**src/rtl/acc_resp_responder.sv**
```systemverilog
// Reference accelerator endpoint: decodes q-channel ALU requests, runs them through a
// Latency-deep pipeline and returns in-order p-channel responses. Optional ACC_RESP_RESPONDER_STATS_EN adds counters.
module acc_resp_responder #(
  parameter int DataWidth = 32,
  parameter int AddrWidth = 4,
  parameter int IdWidth   = 1,
  parameter int AccAddr   = 0,
  parameter int Latency   = 2,
  parameter int Depth     = 4
) (
  input  logic                         clk_i,
  input  logic                         rst_i,
  input  logic [AddrWidth-1:0]         q_addr_i,
  input  logic [IdWidth-1:0]           q_id_i,
  input  logic [31:0]                  q_instr_data_i,
  input  logic [DataWidth-1:0]         q_rs1_i,
  input  logic [DataWidth-1:0]         q_rs2_i,
  input  logic [DataWidth-1:0]         q_rs3_i,
  input  logic                         q_valid_i,
  output logic                         q_ready_o,
  output logic [DataWidth-1:0]         p_data_o,
  output logic [IdWidth-1:0]           p_id_o,
  output logic                         p_error_o,
  output logic                         p_valid_o,
  input  logic                         p_ready_i,
  output logic                         busy_o,
  output logic [$clog2(Depth+1)-1:0]   outstanding_o
`ifdef ACC_RESP_RESPONDER_STATS_EN
  ,
  input  logic                         stat_clr_i,
  output logic [31:0]                  stat_req_o,
  output logic [31:0]                  stat_err_o
`endif
);

  localparam int CntW = $clog2(Depth+1);
  localparam int ShW  = $clog2(DataWidth);
  localparam int PtrW = (Depth > 1) ? $clog2(Depth) : 1;
  localparam logic [CntW-1:0]      DepthC   = CntW'(Depth);
  localparam logic [AddrWidth-1:0] AccAddrC = AddrWidth'(AccAddr);
  localparam logic [PtrW-1:0]      PtrLast  = PtrW'(Depth-1);

  logic [2:0]           w_op;
  logic [4:0]           w_rd;
  logic                 w_err;
  logic                 w_resp;
  logic                 w_acc;
  logic [DataWidth-1:0] w_res;
  logic                 w_unused;

  logic [CntW-1:0]      r_outstanding;

  // r_pv: request occupies stage; r_pr: request produces a response
  logic [Latency-1:0]   r_pv;
  logic [Latency-1:0]   r_pr;
  logic [DataWidth-1:0] r_pd [Latency];
  logic [IdWidth-1:0]   r_pid [Latency];
  logic                 r_pe [Latency];

  logic [DataWidth-1:0] r_fd [Depth];
  logic [IdWidth-1:0]   r_fid [Depth];
  logic                 r_fe [Depth];
  logic [PtrW-1:0]      r_wr;
  logic [PtrW-1:0]      r_rd;
  logic [CntW-1:0]      r_fcnt;

  logic w_tail_v;
  logic w_fempty;
  logic w_pvalid;
  logic w_push;
  logic w_fpop;
  logic w_pdone;

  assign w_op     = q_instr_data_i[14:12];
  assign w_rd     = q_instr_data_i[11:7];
  assign w_unused = ^{q_instr_data_i[31:15], q_instr_data_i[6:0]};
  assign w_err    = (w_op == 3'd7) || (q_addr_i != AccAddrC);
  assign w_resp   = (w_rd != 5'd0) || w_err;
  assign q_ready_o = (r_outstanding < DepthC);
  assign w_acc    = q_valid_i && q_ready_o;

  always_comb begin
    w_res = '0;
    case (w_op)
      3'd0: w_res = q_rs1_i + q_rs2_i;
      3'd1: w_res = q_rs1_i - q_rs2_i;
      3'd2: w_res = q_rs1_i & q_rs2_i;
      3'd3: w_res = q_rs1_i | q_rs2_i;
      3'd4: w_res = q_rs1_i ^ q_rs2_i;
      3'd5: w_res = q_rs1_i << q_rs2_i[ShW-1:0];
      3'd6: w_res = q_rs1_i + q_rs2_i + q_rs3_i;
      default: w_res = '0;
    endcase
    if (w_err) w_res = '0;
  end

  always_ff @(posedge clk_i) begin
    if (rst_i) begin
      r_pv <= '0;
      r_pr <= '0;
      for (int k = 0; k < Latency; k++) begin
        r_pd[k]  <= '0;
        r_pid[k] <= '0;
        r_pe[k]  <= 1'b0;
      end
    end else begin
      r_pv[0]  <= w_acc;
      r_pr[0]  <= w_acc && w_resp;
      r_pd[0]  <= w_res;
      r_pid[0] <= q_id_i;
      r_pe[0]  <= w_err;
      for (int k = 1; k < Latency; k++) begin
        r_pv[k]  <= r_pv[k-1];
        r_pr[k]  <= r_pr[k-1];
        r_pd[k]  <= r_pd[k-1];
        r_pid[k] <= r_pid[k-1];
        r_pe[k]  <= r_pe[k-1];
      end
    end
  end

  // Pipeline tail bypasses the buffer when it is empty, so the response is
  // visible in the same cycle the result leaves the last stage.
  assign w_tail_v = r_pv[Latency-1] && r_pr[Latency-1];
  assign w_fempty = (r_fcnt == '0);
  assign w_pvalid = !w_fempty || w_tail_v;
  assign w_pdone  = w_pvalid && p_ready_i;
  assign w_fpop   = !w_fempty && p_ready_i;
  assign w_push   = w_tail_v && !(w_fempty && p_ready_i);

  always_ff @(posedge clk_i) begin
    if (rst_i) begin
      r_wr   <= '0;
      r_rd   <= '0;
      r_fcnt <= '0;
      for (int k = 0; k < Depth; k++) begin
        r_fd[k]  <= '0;
        r_fid[k] <= '0;
        r_fe[k]  <= 1'b0;
      end
    end else begin
      if (w_push) begin
        r_fd[r_wr]  <= r_pd[Latency-1];
        r_fid[r_wr] <= r_pid[Latency-1];
        r_fe[r_wr]  <= r_pe[Latency-1];
        r_wr        <= (r_wr == PtrLast) ? '0 : r_wr + 1'b1;
      end
      if (w_fpop) r_rd <= (r_rd == PtrLast) ? '0 : r_rd + 1'b1;
      case ({w_push, w_fpop})
        2'b10:   r_fcnt <= r_fcnt + 1'b1;
        2'b01:   r_fcnt <= r_fcnt - 1'b1;
        default: r_fcnt <= r_fcnt;
      endcase
    end
  end

  always_ff @(posedge clk_i) begin
    if (rst_i) begin
      r_outstanding <= '0;
    end else begin
      case ({w_acc && w_resp, w_pdone})
        2'b10:   r_outstanding <= r_outstanding + 1'b1;
        2'b01:   r_outstanding <= r_outstanding - 1'b1;
        default: r_outstanding <= r_outstanding;
      endcase
    end
  end

  assign p_valid_o     = w_pvalid;
  assign p_data_o      = !w_pvalid ? '0 : (w_fempty ? r_pd[Latency-1]  : r_fd[r_rd]);
  assign p_id_o        = !w_pvalid ? '0 : (w_fempty ? r_pid[Latency-1] : r_fid[r_rd]);
  assign p_error_o     = !w_pvalid ? 1'b0 : (w_fempty ? r_pe[Latency-1] : r_fe[r_rd]);
  assign outstanding_o = r_outstanding;
  assign busy_o        = (r_outstanding != '0) || (|(r_pv & ~r_pr));

`ifdef ACC_RESP_RESPONDER_STATS_EN
  logic [31:0] r_stat_req;
  logic [31:0] r_stat_err;

  always_ff @(posedge clk_i) begin
    if (rst_i || stat_clr_i) begin
      r_stat_req <= '0;
      r_stat_err <= '0;
    end else begin
      if (w_acc)          r_stat_req <= r_stat_req + 32'd1;
      if (w_acc && w_err) r_stat_err <= r_stat_err + 32'd1;
    end
  end

  assign stat_req_o = r_stat_req;
  assign stat_err_o = r_stat_err;
`endif

endmodule
```
**config.mk**
```make
export PLATFORM = sky130hd
export DESIGN_NAME = acc_resp_responder
export DESIGN_NICKNAME = d
export VERILOG_FILES = /design/src/rtl/acc_resp_responder.sv
export SDC_FILE = /design/constraint.sdc
export NUM_CORES = 1
export LEC_CHECK = 0
export ABC_CLOCK_PERIOD_IN_PS = 10730
export CAP_MARGIN = 15
export CORE_AREA = 4 4 227 229
export DETAILED_ROUTE_END_ITERATION = 10
export DIE_AREA = 0 0 231 233
export MAX_ROUTING_LAYER = met4
export PLACE_DENSITY = 0.59
export SYNTH_ARGS = -nofsm -noshare
export SYNTH_HDL_FRONTEND = slang
export SYNTH_SLANG_ARGS = --single-unit
export TNS_END_PERCENT = 20
```
**constraint.sdc**
```tcl
create_clock -name clk_i -period 10.73 [get_ports clk_i]
set_input_delay 1.6095 -clock clk_i [delete_from_list [all_inputs] [get_ports clk_i]]
set_output_delay 1.6095 -clock clk_i [all_outputs]
set_load 0.02 [all_outputs]
```
==> run metrics <==
post-detailed-route DRC marker count=0; crit path kind=primary input to register; number of H-tree levels=1; GRT Resource Usage Total=20.7%; final core occ=40.1%; fin crit period=7.59 ns; net count of the mapped netlist=2186; post-CTS setup buffers=0; Worst Skew=0.00998 ns; Fill cells=5015; number of global-route vias before repair=14200; total length of routed wires=56.2 mm; sum of overflow across all layers after global routing=0; Post-Layout Cell Count=2668; worst-case headroom to the max-slew limit=31.4%; reg2reg start=r_pr[1]; Worst-Margin Slew=1.03 ns; Internal Power=1620 µW; netlist area before placement=0.0172 mm²; number of gates given a new drive strength after cts=0; met2 global-route usage=33.2%; clock transition at the registers of the reported paths=0.06 ns; setup slack on the worst flop-to-flop path=7.25 ns; worst hold endpoint=r_pd[0][55]; per-cell routed wire length=21.1 µm; crit path DAT=7.91 ns; fraction of layout cells with a size suffix above 1=7.87%; RD Place Congestion=0.944; met3 capacity usage during global routing=1.71%; antenna violations before repair=1; violation count after the first detailed-routing iteration=1320; reported net switching power=787 µW; global-route wire length before repair=85.2 mm; area of the die=0.0538 mm²; kind of start point of the critical path=primary input; hold_buf cts=0; number of vias in the routed layout=14700; fraction of power spent switching nets=32.7%; antenna viol nets, final=0; core area=0.0497 mm²; TritonCTS clock tree=done; number of top-level pins=177; root buffer cell=sky130_fd_sc_hd__clkbuf_16; detailed-route vias per instance=5.52; start point of the critical path=q_rs2_i[3]; initial standard-cell utilization of the core=34.7%; unrepaired setup endpoints after global routing=no; number of rows created at floorplan=82; number of synthesized flops with an enable pin=136; most frequent cell after synthesis=sky130_fd_sc_hd__nand2_1; Async SR Flop Fraction=0%; Max VDD drop=0.115 mV; min-delay src=r_pd[0][23]; count of cells along the worst register-to-register path=6; Clock Latency Late Sink=0.48 ns; clk buf depth=3; worst flop-to-flop path endpoint=r_fd[1][1]; synthesized instance count=1911; prevailing post-synth register cell=sky130_fd_sc_hd__edfxtp_1; final clock period utilization by the worst path=70.7%; Yosys top cell by area=sky130_fd_sc_hd__edfxtp_1; number of nets at the end of the flow=2256; area grow syn2layout=15.7%; number of CTS-inserted buffers=21; static leakage=0.00767 µW; placed cell count=2630; fraction of power consumed by sequential logic=38.4%; endpoints failing setup=0; post-synthesis sequential element count=220; pin count of the biggest net entering global routing=72; main area contributors after synthesis=sky130_fd_sc_hd__edfxtp_1 (24%), sky130_fd_sc_hd__dfxtp_1 (9.8%), sky130_fd_sc_hd__ha_1 (9.7%), sky130_fd_sc_hd__mux4_2 (7.5%), sky130_fd_sc_hd__and2_1 (5.3%); number of library cell types mapped by synthesis=88; required arrival time at the worst endpoint=11.05 ns; Die W=231 µm; most crowded layer after global routing=met2; Synth top area share=23.7%; summed negative setup slack over all endpoints=0 ns; Cell Pwr Density=121 mW/mm²; sequential element share of the synthesized area=33.5%; max cap viols=0; post-synthesis area per instance=9.01 µm²; Crit. End Element=register; pins over their slew limit=0; combinational group share of total power=32.6%; worst-path maximum fanout=41; number of clock sinks=220; cell depth of the worst min-delay path=1; number of I/O port buffers=152; Ys Warns=0; number of hold violations in the final report=0; first-pass iteration count of the detailed router=6; Total Power=2400 µW; max frequency=132 MHz; part of the power in the clock network=29.0%; classification of the worst-slack hold path=register to register; Final HPWL DP=41.9 mm; synth cell count leaders=sky130_fd_sc_hd__nand2_1 (183), sky130_fd_sc_hd__nor2_1 (151), sky130_fd_sc_hd__a21oi_1 (147); vertical die dimension=233 µm; WHS=0.432 ns; met1 GRT Util=28.7%; run status=completed
power by group through the flow:
stage | clock network [µW] | logic (µW) | registers, µW
3_3_place_gp | 0 | 761 | 940
5_1_grt | 749 | 854 | 924
3_5_place_dp | 0 | 767 | 941
2_1_floorplan | 0 | 531 | 939
4_1_cts | 717 | 772 | 922
6_report | 697 | 783 | 922
critical path: stages:
cell and delay, ns:
sky130_fd_sc_hd__clkdlybuf4s50_1 0.45, sky130_fd_sc_hd__buf_4 0.36, sky130_fd_sc_hd__inv_1 0.39, sky130_fd_sc_hd__ha_1 0.66, sky130_fd_sc_hd__nand2_1 0.13, sky130_fd_sc_hd__o211a_1 0.28, sky130_fd_sc_hd__o32ai_1 0.40, sky130_fd_sc_hd__and2_1 0.25
sky130_fd_sc_hd__a31oi_1 0.19, sky130_fd_sc_hd__o41ai_2 0.45, sky130_fd_sc_hd__a31oi_1 0.18, sky130_fd_sc_hd__xnor2_1 0.19, sky130_fd_sc_hd__ha_1 0.48, sky130_fd_sc_hd__nand2_1 0.14, sky130_fd_sc_hd__o21a_1 0.23, sky130_fd_sc_hd__o21ai_0 0.21
sky130_fd_sc_hd__a211o_1 0.13, sky130_fd_sc_hd__a31oi_1 0.07, sky130_fd_sc_hd__nand3b_1 0.26, sky130_fd_sc_hd__a311o_1 0.31, sky130_fd_sc_hd__xnor2_1 0.13, sky130_fd_sc_hd__a221oi_1 0.25, sky130_fd_sc_hd__o211ai_1 0.14
cell usage in the layout, fill, tap and decap left out, types with 35 or more instances in the layout:
cell type and count:
sky130_fd_sc_hd__inv_1 114, sky130_fd_sc_hd__o21ai_0 101, sky130_fd_sc_hd__nor3_1 35, sky130_fd_sc_hd__nand2_1 183, sky130_fd_sc_hd__nor2b_1 48, sky130_fd_sc_hd__dfxtp_1 82, sky130_fd_sc_hd__clkdlybuf4s50_1 149, sky130_fd_sc_hd__a21oi_1 147
sky130_fd_sc_hd__and2_1 144, sky130_fd_sc_hd__mux4_2 57, sky130_fd_sc_hd__edfxtp_1 136, sky130_fd_sc_hd__xnor2_1 46, sky130_fd_sc_hd__ha_1 133, sky130_fd_sc_hd__nor2_1 150
how the worst max path moves through the flow:
stage	endpoint	cells past startpoint
after floorplan	r_pd[0][31]	24
after global placement	r_pd[0][31]	23
final	r_pd[0][31]	23
after detailed placement	r_pd[0][31]	23
after CTS	r_pd[0][31]	23
after global routing	r_pd[0][31]	23
cell families after synthesis:
| family | Yosys count | share of synthesized area, % |
|---|---|---|
| simple gates | 659 | 19.0 |
| compound gates | 496 | 19.1 |
| buf+inv | 244 | 5.48 |
| flops | 220 | 33.5 |
| fa+ha+maj | 138 | 10.2 |
| mux | 90 | 9.45 |
| xor+xnor | 64 | 3.26 |
routing by layer:
metal | vias to the layer above | wire (µm)
met5 | - | 0
met4 | 0 | 1420
met3 | 79 | 3700
met2 | 594 | 25900
met1 | 7040 | 25100
li1 | 7024 | -
stage by stage:
step	cell area [µm²]	worst slack (ns)
after detailed placement	19300	2.75
after global routing	19900	2.66
after global placement	19300	2.72
after CTS	19900	3.22
final	19900	3.14
after floorplan	17200	4.53
layout make-up:
type	instances	area, µm²	share of cell area, %
Clock inverter	9	78.8	0.396
Clock buffer	28	562	2.82
Sequential cell	220	5770	28.9
Multi-Input combinational cell	1447	10600	53.0
Tap cell	672	841	4.22
Antenna cell	1	2.50	0.0126
Timing Repair Buffer	175	1680	8.43
Inverter	116	435	2.18
registers in the layout (all words and copies together), names as in the netlist, named ones only:
signal         flops
r_wr               2
outstanding_o      3
r_rd               2
r_fd             128
r_fcnt             3
r_pid              2
r_pr               2
r_pd              64
r_pe               2
r_fid              4
r_pv               2
r_fe               4
Note: power is estimated with default switching activity, not from simulation.
